$ cat src/rtl/signed_mac_sequencer.sv
// Sequencer/accumulator for a multi-cycle signed multiplier: feeds operand pairs,
// accumulates sign-extended products and emits the dot product on a valid/ready port.
module signed_mac_sequencer #(
  parameter int WIDTH     = 8,
  parameter int ACC_WIDTH = 2*WIDTH+8,
  parameter int CNT_WIDTH = 8
) (
  input  logic                 clk,
  input  logic                 rst,
  input  logic                 in_valid,
  output logic                 in_ready,
  input  logic [WIDTH-1:0]     in_a,
  input  logic [WIDTH-1:0]     in_b,
  input  logic                 in_last,
  output logic [WIDTH-1:0]     mul_a,
  output logic [WIDTH-1:0]     mul_b,
  output logic                 mul_start,
  input  logic [2*WIDTH-1:0]   mul_product,
  input  logic                 mul_ready,
  output logic                 acc_valid,
  input  logic                 acc_ready,
  output logic [ACC_WIDTH-1:0] acc_out,
  output logic [CNT_WIDTH-1:0] acc_count,
  output logic                 acc_ovf
);

  typedef enum logic [1:0] {S_IDLE, S_START, S_WAIT, S_OUTPUT} state_t;

  state_t                state_q;
  logic                  in_ready_q;
  logic                  mul_start_q;
  logic                  acc_valid_q;
  logic                  acc_ovf_q;
  logic                  last_q;
  logic [WIDTH-1:0]      mul_a_q, mul_b_q;
  logic [ACC_WIDTH-1:0]  acc_q;
  logic [CNT_WIDTH-1:0]  cnt_q;

  logic signed [ACC_WIDTH-1:0] prod_ext;
  logic        [ACC_WIDTH-1:0] acc_d;
  logic        [CNT_WIDTH-1:0] cnt_d;
  logic                        ovf_d;

  // Signed overflow: addends share a sign that the wrapped sum does not.
  assign prod_ext = ACC_WIDTH'($signed(mul_product));
  assign acc_d    = acc_q + prod_ext;
  assign cnt_d    = (&cnt_q) ? cnt_q : cnt_q + CNT_WIDTH'(1);
  assign ovf_d    = (acc_q[ACC_WIDTH-1] == prod_ext[ACC_WIDTH-1]) &&
                    (acc_d[ACC_WIDTH-1] != acc_q[ACC_WIDTH-1]);

  always_ff @(posedge clk) begin
    if (rst) begin
      state_q     <= S_IDLE;
      in_ready_q  <= 1'b1;
      mul_start_q <= 1'b0;
      acc_valid_q <= 1'b0;
      acc_ovf_q   <= 1'b0;
      last_q      <= 1'b0;
      mul_a_q     <= '0;
      mul_b_q     <= '0;
      acc_q       <= '0;
      cnt_q       <= '0;
    end else begin
      case (state_q)
        S_IDLE: begin
          if (in_valid && in_ready_q) begin
            mul_a_q     <= in_a;
            mul_b_q     <= in_b;
            last_q      <= in_last;
            in_ready_q  <= 1'b0;
            mul_start_q <= 1'b1;
            state_q     <= S_START;
          end
        end
        S_START: begin
          mul_start_q <= 1'b0;
          state_q     <= S_WAIT;
        end
        S_WAIT: begin
          // mul_ready is only trusted here; the multiplier has no reset.
          if (mul_ready) begin
            acc_q     <= acc_d;
            cnt_q     <= cnt_d;
            acc_ovf_q <= acc_ovf_q | ovf_d;
            if (last_q) begin
              acc_valid_q <= 1'b1;
              state_q     <= S_OUTPUT;
            end else begin
              in_ready_q  <= 1'b1;
              state_q     <= S_IDLE;
            end
          end
        end
        S_OUTPUT: begin
          if (acc_ready) begin
            acc_valid_q <= 1'b0;
            acc_q       <= '0;
            cnt_q       <= '0;
            acc_ovf_q   <= 1'b0;
            in_ready_q  <= 1'b1;
            state_q     <= S_IDLE;
          end
        end
        default: begin
          in_ready_q  <= 1'b1;
          mul_start_q <= 1'b0;
          acc_valid_q <= 1'b0;
          state_q     <= S_IDLE;
        end
      endcase
    end
  end

  assign in_ready  = in_ready_q;
  assign mul_a     = mul_a_q;
  assign mul_b     = mul_b_q;
  assign mul_start = mul_start_q;
  assign acc_valid = acc_valid_q;
  assign acc_out   = acc_q;
  assign acc_count = cnt_q;
  assign acc_ovf   = acc_ovf_q;

endmodule

$ cat config.mk
export PLATFORM = sky130hd
export DESIGN_NAME = signed_mac_sequencer
export DESIGN_NICKNAME = d
export VERILOG_FILES = /design/src/rtl/signed_mac_sequencer.sv
export SDC_FILE = /design/constraint.sdc
export NUM_CORES = 1
export LEC_CHECK = 0
export ABC_AREA = 0
export CORE_MARGIN = 2
export CORE_UTILIZATION = 48
export CTS_CLUSTER_DIAMETER = 200
export DETAILED_ROUTE_END_ITERATION = 10
export PLACE_DENSITY = 0.81
export RECOVER_POWER = 100
export REMOVE_ABC_BUFFERS = 1
export SETUP_SLACK_MARGIN = 0.5
export SLEW_MARGIN = 40
export SYNTH_ARGS = -nofsm -noshare
export SYNTH_HDL_FRONTEND = slang
export SYNTH_SLANG_ARGS = --single-unit
$ cat constraint.sdc
create_clock -name clk -period 3.4 [get_ports clk]
set_input_delay 0.68 -clock clk [delete_from_list [all_inputs] [get_ports clk]]
set_output_delay 0.68 -clock clk [all_outputs]
set_load 0.01 [all_outputs]
# [After elaboration in Yosys (flattened, before gate mapping)]
# Cells that the tools add are included.
[word_totals] out_inout_bits=52 inputBits=38 regBits=55 word_cells=63
[classes] n_mux=25 n_addsub=2 n_bitwise=1 reduce_logical=14 eq_ne=11
[ops] operator="2-to-1 mux 24 bit" n=2
[ops] operator="case mux 24 bit (2 select lines)" n=1
[ops] operator="adder 24 bit" n=1
[ops] operator="2-to-1 mux 8 bit" n=3
[ops] operator="case mux 8 bit (2 select lines)" n=1
[ops] operator="!= test 2 bit (second input constant)" n=6
[ops] operator="2-to-1 mux 1 bit" n=9
[ops] operator="adder 8 x 1 -> 8 bit (second input constant)" n=1
[ops] operator="2-to-1 mux 2 bit" n=4
[ops] operator="case mux 2 bit (4 select lines)" n=1
[ops] operator="AND reduction 4 bit" n=2
[ops] operator="AND reduction 8 bit" n=1
[ops] operator="case mux 1 bit (2 select lines)" n=3
[ops] operator="AND reduction 3 bit" n=2
[ops] operator="AND reduction 5 bit" n=1
[ops] operator="== test 2 bit (second input constant)" n=2
[ops] operator="AND reduction 2 bit" n=2
[ops] operator="nonzero test 2 bit" n=2
[ops] operator="case mux 1 bit (3 select lines)" n=1
[ops] operator="nonzero test 3 bit" n=1
[ops] operator="== test 2 x 1 -> 1 bit (second input constant)" n=1
[ops] operator="logical AND 1 bit" n=2
[ops] operator="zero test 2 bit" n=1
[ops] operator="== test 1 bit" n=1
[ops] operator="2 further kinds" n=2

# [Logic depth before layout (Yosys ltp)]
# Gate-level depths: netlist of the first run.
[logic_depth] ltp_word=6 ltp_mapped=10

# [Worst setup path after synthesis of the first run]
# No wires, ideal clock.
[synth_path] path_type="input to register" start="input port mul_product[0]" end="register acc_q[22] (netlist: acc_out[22])" path_buffers=0 t_required_ns=3.283 arrival_ns=2.663 path_slack_ns=0.619 setup_ns=0.117 cell_stages=10 path_cell_list="ha_1 fa_1 a211oi_2 o21ai_1 a31oi_4 o21ai_2 nor3_2 nor3_1 or3_1 a32o_1"
[synth_via] elab_chain_cells=3
[synth_lines] element="start, declared" line_no="18" source="input logic [2*WIDTH-1:0] mul_product,"
[synth_lines] element="adder 24 bit" line_no="46" source="assign acc_d = acc_q + prod_ext;"
[synth_lines] element="2-to-1 mux 24 bit" line_no="81" source="if (mul_ready) begin"
[synth_lines] element="case mux 24 bit (2 select lines)" line_no="64" source="case (state_q)"
[synth_lines] element="end signal, assigned" line_no="61" source="acc_q <= '0;"
[synth_lines] element="end signal, assigned" line_no="82" source="acc_q <= acc_d;"
[synth_lines] element="end signal, assigned" line_no="97" source="acc_q <= '0;"
[synth_lines] element="end, declared" line_no="36" source="logic [ACC_WIDTH-1:0] acc_q;"
# No other way between the ends. The select of a mux whose other input is x is not followed.
# A chain may end at the register's enable or synchronous reset.

# [Worst setup path in the final report of the first run]
# Ends and elaborated chain as after synthesis.

==> results of run 1 <==
worst max-delay path by stage:
stage                               start     endpoint  slack (ns)  depth (start not counted)
after global routing       mul_product[0]  acc_out[22]        0.27                         11
after CTS                 mul_product[15]  acc_out[22]        0.51                          9
final                      mul_product[0]  acc_out[22]        0.44                         11
after global placement     mul_product[0]  acc_out[22]        0.11                         11
after floorplan            mul_product[0]  acc_out[22]        0.62                         10
after detailed placement   mul_product[0]  acc_out[22]        0.04                         11
area by class of cell:
cell class,count,area [um2]
Timing Repair Buffer,98,958
Clock buffer,5,68.8
Fill cell,551,2120
Inverter,7,26.3
Clock inverter,3,28.8
Multi-Input combinational cell,311,1950
Sequential cell,55,1100
Tap cell,77,96.3
power breakdown:
part / internal [uW] / switching [uW] / total, uW / leakage, uW
Sequential: 670 / 18.8 / 689 / 0.000447
Clock: 156 / 241 / 397 / 0.0000511
Combinational: 133 / 147 / 280 / 0.00139
Total: 959 / 407 / 1370 / 0.00188
sequential cells by signal (all words and copies together), names as in the netlist:
signal,flops
state_q,2
in_ready,1
acc_count,8
mul_a,8
last_q,1
acc_valid,1
acc_out,24
mul_start,1
mul_b,8
acc_ovf,1
per-layer routing:
metal | vias up | part of all wire (%) | routed length, um
li1 | 1567 | - | -
met1 | 1442 | 42 | 3420
met2 | 91 | 50 | 4030
met3 | 12 | 6.6 | 534
met4 | 0 | 1.4 | 114
met5 | - | 0 | 0
layout by cell type, fill, tap and decap left out, types with 2 or more instances in the layout:
cell | synthesis | final
nand2_1 | 66 | 67
dfxtp_1 | 55 | 55
dlygate4sd3_1 | 0 | 54
a21oi_1 | 46 | 46
clkdlybuf4s50_1 | 0 | 32
nor2_1 | 26 | 27
o21ai_0 | 14 | 24
ha_1 | 24 | 19
xor2_1 | 15 | 15
a21o_1 | 14 | 14
xnor2_1 | 10 | 10
nand3_1 | 9 | 9
a22oi_1 | 9 | 9
nand4_1 | 8 | 8
buf_4 | 0 | 8
inv_1 | 7 | 7
o21ai_1 | 16 | 6
a22o_1 | 6 | 6
nor3_1 | 5 | 5
a31oi_1 | 5 | 5
ha_2 | 0 | 5
clkbuf_8 | 0 | 5
or3_1 | 4 | 4
a211oi_1 | 2 | 3
and2_0 | 0 | 2
nor2b_1 | 2 | 2
and3_1 | 2 | 2
nand2b_1 | 2 | 2
and2_1 | 4 | 2
o221ai_1 | 2 | 2
mux2i_1 | 2 | 2
inv_6 | 0 | 2
dlymetal6s2s_1 | 0 | 2
cells by family (layout without fill, tap and decap cells):
| group | Yosys count | count (layout) | synth area share, % |
|---|---|---|---|
| compound gates | 127 | 127 | 25.5 |
| xor+xnor | 25 | 25 | 6.97 |
| fa+ha+maj | 25 | 25 | 10.2 |
| buf+inv | 25 | 113 | 3.07 |
| flops | 55 | 55 | 35.1 |
| mux | 2 | 2 | 0.637 |
| simple gates | 132 | 132 | 18.6 |
through the flow:
step	std cells	setup WS, ns	util, %	area, um2	total power [uW]
3_3_place_gp	544	0.110	64.5	4100	986
2_1_floorplan	373	0.619	-	3070	852
6_report	556	0.436	66.5	4230	1370
3_5_place_dp	544	0.0371	64.5	4100	993
4_1_cts	556	0.507	66.7	4240	1390
5_1_grt	556	0.272	66.5	4230	1440
worst register-to-register path, cell delays in order (launching register included):
cell and delay [ns]:
dfxtp_1 0.35, ha_2 0.19, fa_1 0.38, a211oi_1 0.31, o21ai_0 0.20, a31oi_4 0.23, o21ai_2 0.10, nor3_2 0.15
nor3_1 0.08, or3_1 0.37, a32o_1 0.26
timing repair:
action	CTS	global route
cloned	0	0
resized for setup	5	9
pin swaps	9	4
hold buffers	0	0
buffers inserted	4	0
setup endpoints to repair	4	5
==> flow_summary.ini, run 1 <==
[outcome]
status = finished clean

[global_route]
grt_use_met2_pct = 38.1
grt_pass1_wl_um = 13600
grt_max_degree = 28
overflow = 0
grtUsageMet1_pct = 29.4
grt_pass1_vias = 2938
antenna_found_initial = 0
gr-usage-all-layers_pct = 22.7
busiest_layer = met2
grtUsageMet3_pct = 4.77

[cts]
clock_tree.root_cell = clkbuf_8
cts_tree = built
htreeDepth = 2
insertion_delay_ns = 0.32
clk_pin_slew_ns = 0.11
cts.sinks = 55
numCtsBuffers = 5
clockBufferDepth = 2

[sta]
rsz0062_at_grt = yes
whs_ns = 0.460
hold_violations = 0
drv_slew = 0
finalClockSkew_ns = 0.00659
worstMarginPinSlew_ns = 0.887
setup_viol = 0
fin_crit_sh_pct = 87.2
max_freq_mhz = 337
max_slew_margin_pct = 40.9
finalCriticalPeriod_ns = 2.96
tns_ns = 0

[worst_hold_path]
hold_path_startpoint = mul_a[2]
worstHoldPathType = flip-flop to flip-flop
hold-path-endpoint = mul_a[2]
hold_depth = 2

[job]
cap_violations = 0

[power]
powerDensity_nw_per_um2 = 323
leakagePower_uw = 0.00188
ir_drop_uv = 220

[finish]
insertedDiodeCount = 0
syn_to_final_growth_pct = 34.5
nets = 541
drive_gt1_share_pct = 5.22

[worst_setup_path]
crit_buf_inv = 1
worstSetupStartpointType = primary input
max_stage_delay_ns = 0.38
cp_slowest_cell = fa_1
end_kind = flip-flop
reg2reg_to = acc_out[22]
arrival_ns = 3.18
crit_path_cell_trace = dlygate4sd2_1 -> ha_2 -> fa_1 -> a211oi_1 -> o21ai_0 -> a31oi_4 -> o21ai_2 -> nor3_2 -> nor3_1 -> or3_1 -> a32o_1
reg2regPathDepth = 10
reg2reg_setup_slack_ns = 0.69
cp_max_fo = 2
crit_type = primary input to flip-flop
critPathTopFamily = compound AO/OA/AOI/OAI gates
r2r-start = acc_out[0]
crit_required_ns = 3.62

[routing]
wire_per_inst_um = 14.6
routed_wirelength_um = 8100
antenna_left = 0
initialDrtViolationCount = 93
first_pass_iters = 4
drc = 0
viasPerCell = 5.60
vias = 3112

[floorplanning]
die-area_um2 = 7210
dieWidth_um = 84.9
core_um2 = 6350
die_h_um = 84.9
fp-row-count = 29
start_util_pct = 49.5
io_pins = 90

[yosys]
async_flop_share_pct = 0
syn_area_um2 = 3140
seq_area_frac_synth_pct = 35.1
synth_seq_cells = 55
post-synth-top-area-fraction_pct = 35.1
yosysTopAreaCell = dfxtp_1
synth_cells = 391
synthTopCellsByArea = dfxtp_1, ha_1, nand2_1
ys_top_cells_by_count = nand2_1, dfxtp_1, a21oi_1
ys_warn_count = 0
yosysUniqueCellTypes = 44
ys.flop_type = dfxtp_1
postSynthAreaPerCell_um2 = 8.03
synth_edf_count = 0
synth_most_common_cell = nand2_1

[placement]
place.gp.congestion = 0.890
io_buffers = 89
hpwl_um = 6080
No activity file was read; power rests on OpenSTA's default activity.
==> run 2, diff against run 1 <==
==> constraint.sdc (replaced) <==
create_clock -name clk -period 3.4 [get_ports clk]
set_input_delay 0.34 -clock clk [delete_from_list [all_inputs] [get_ports clk]]
set_output_delay 0.34 -clock clk [all_outputs]
set_load 0.01 [all_outputs]
==> run 2 against run 1 <==
Clock power is 6.3% lower; sequential power barely moved; combinational power decreased by 2%; total power decreased by 2.2%; first-iteration DRC count grew 20%; register-to-register slack gained 0.08 ns; final area fell by 1.5%; global-route usage fell by 0.48 points; non-clock buffer count down 6; flip-flop and latch count unchanged; largest cell class unchanged.
==> flow_summary.ini, run 2 (synthesis results as in run 1) <==
[floorplanning]
fp-row-count = 29
die_h_um = 84.9
die-area_um2 = 7210
io_pins = 90
core_um2 = 6350
start_util_pct = 49.5
dieWidth_um = 84.9

[worst_setup_path]
worstSetupStartpointType = primary input
crit_buf_inv = 1
crit_type = primary input to flip-flop
max_stage_delay_ns = 0.55
critPathTopFamily = compound AO/OA/AOI/OAI gates
cp_max_fo = 4
end_kind = flip-flop
crit_required_ns = 3.61
arrival_ns = 3.10
crit_path_cell_trace = dlygate4sd3_1 -> ha_1 -> fa_1 -> a211oi_1 -> o21ai_1 -> a31oi_4 -> o21ai_2 -> nor3_2 -> nor3_1 -> or3_1 -> a32o_1
cp_slowest_cell = dlygate4sd3_1

[cts]
numCtsBuffers = 5
postCtsSetupBuffers = 0
cts_hold_buffers = 0
htreeDepth = 2
clk_pin_slew_ns = 0.10
clockBufferDepth = 2
cts_resized = 0
insertion_delay_ns = 0.31
cts.sinks = 55
cts_tree = built
clock_tree.root_cell = clkbuf_8

[placement]
io_buffers = 89
place.gp.congestion = 0.815
hpwl_um = 5940

[power]
internal-power_uw = 949
p_sw_share_pct = 28.9
ir_drop_uv = 237
pwr-share-clk_pct = 27.9
p_switching_uw = 386
seqPwrFrac_pct = 51.6
powerDensity_nw_per_um2 = 321
combPwrFrac_pct = 20.6
leakagePower_uw = 0.00185

[routing]
viasPerCell = 5.50
initialDrtViolationCount = 112
antenna_left = 0
first_pass_iters = 4
routed_wirelength_um = 7830
wire_per_inst_um = 14.2
vias = 3024
drc = 0

[global_route]
gr-usage-all-layers_pct = 22.2
overflow = 0
antenna_found_initial = 0
grt_pass1_wl_um = 13200
grt_max_degree = 29
grt_pass1_vias = 2908

[finish]
drive_gt1_share_pct = 3.17
num-fill-cells = 561
nets = 535
largest_reg_flops = 24
most-common-layout-cells = nand2_1, dlygate4sd3_1, dfxtp_1, a21oi_1, clkdlybuf4s50_1
mostFrequentLayoutCell = nand2_1
syn_to_final_growth_pct = 32.5
insertedDiodeCount = 0

[sta]
finalClockSkew_ns = 0.00650
fin_crit_sh_pct = 85.1
drv_slew = 0
setup_viol = 0
max_slew_margin_pct = 40.9
max_freq_mhz = 346
tns_ns = 0
finalCriticalPeriod_ns = 2.89
worstMarginPinSlew_ns = 0.886
rsz0062_at_grt = no
whs_ns = 0.458
hold_violations = 0

[job]
cap_violations = 0

[worst_hold_path]
worstHoldPathType = flip-flop to flip-flop

[outcome]
status = finished clean
-- run 2: cell count changes in the layout (fill, tap and decap cells not counted), moves of 2 or more --
cell,change
dlygate4sd3_1,+2
buf_4,-5
dlymetal6s2s_1,-2
ha_1,+5
ha_2,-5
-- run 2: per-stage QoR --
| stage | utilization (%) | instances | total power (uW) | setup WS [ns] | cell area (um2) |
|---|---|---|---|---|---|
| final | 65.5 | 550 | 1340 | 0.506 | 4160 |
| after floorplan | - | 373 | 852 | 0.959 | 3070 |
| after detailed placement | 64.3 | 542 | 991 | 0.377 | 4080 |
| after CTS | 65.7 | 550 | 1370 | 0.712 | 4170 |
| after global routing | 65.5 | 550 | 1410 | 0.312 | 4160 |
| after global placement | 64.3 | 542 | 985 | 0.413 | 4080 |
-- run 2: layer usage --
layer / vias to the layer above / track usage [%] / wire length (um)
li1: 1559 / - / -
met1: 1393 / 28.0 / 3470
met2: 61 / 38.4 / 3920
met3: 11 / 3.89 / 334
met4: 0 / 7.79 / 101
met5: - / 0 / 0
-- run 2: area by class of cell --
type,count,area (um2),area share (%)
Sequential cell,55,1100,26.5
Clock buffer,5,68.8,1.65
Tap cell,77,96.3,2.32
Clock inverter,3,22.5,0.541
Multi-Input combinational cell,311,1930,46.5
Inverter,7,26.3,0.631
Timing Repair Buffer,92,913,21.9
-- run 2: final timing paths --
check                      start     endpoint  slack, ns  depth (start not counted)
hold reg to reg         mul_a[3]     mul_a[3]       0.46                          2
hold / removal          mul_a[3]     mul_a[3]       0.46                          2
setup / recovery  mul_product[0]  acc_out[22]       0.51                         11
setup reg to reg      acc_out[0]  acc_out[22]       0.77                         10
-- run 2: power groups by stage --
stage               Combinational [uW]  Sequential (uW)  Clock (uW)
floorplan                          140              713           0
global route                       302              693         414
detailed placement                 286              705           0
finish                             274              688         372
CTS                                288              690         388
global placement                   282              703           0
-- run 2: tightest hold or removal path: cells and delay by family, from the launching register on --
family | cells | cell delay (ns)
compound gates | 1 | 0.05
flops | 1 | 0.32
simple gates | 1 | 0.05
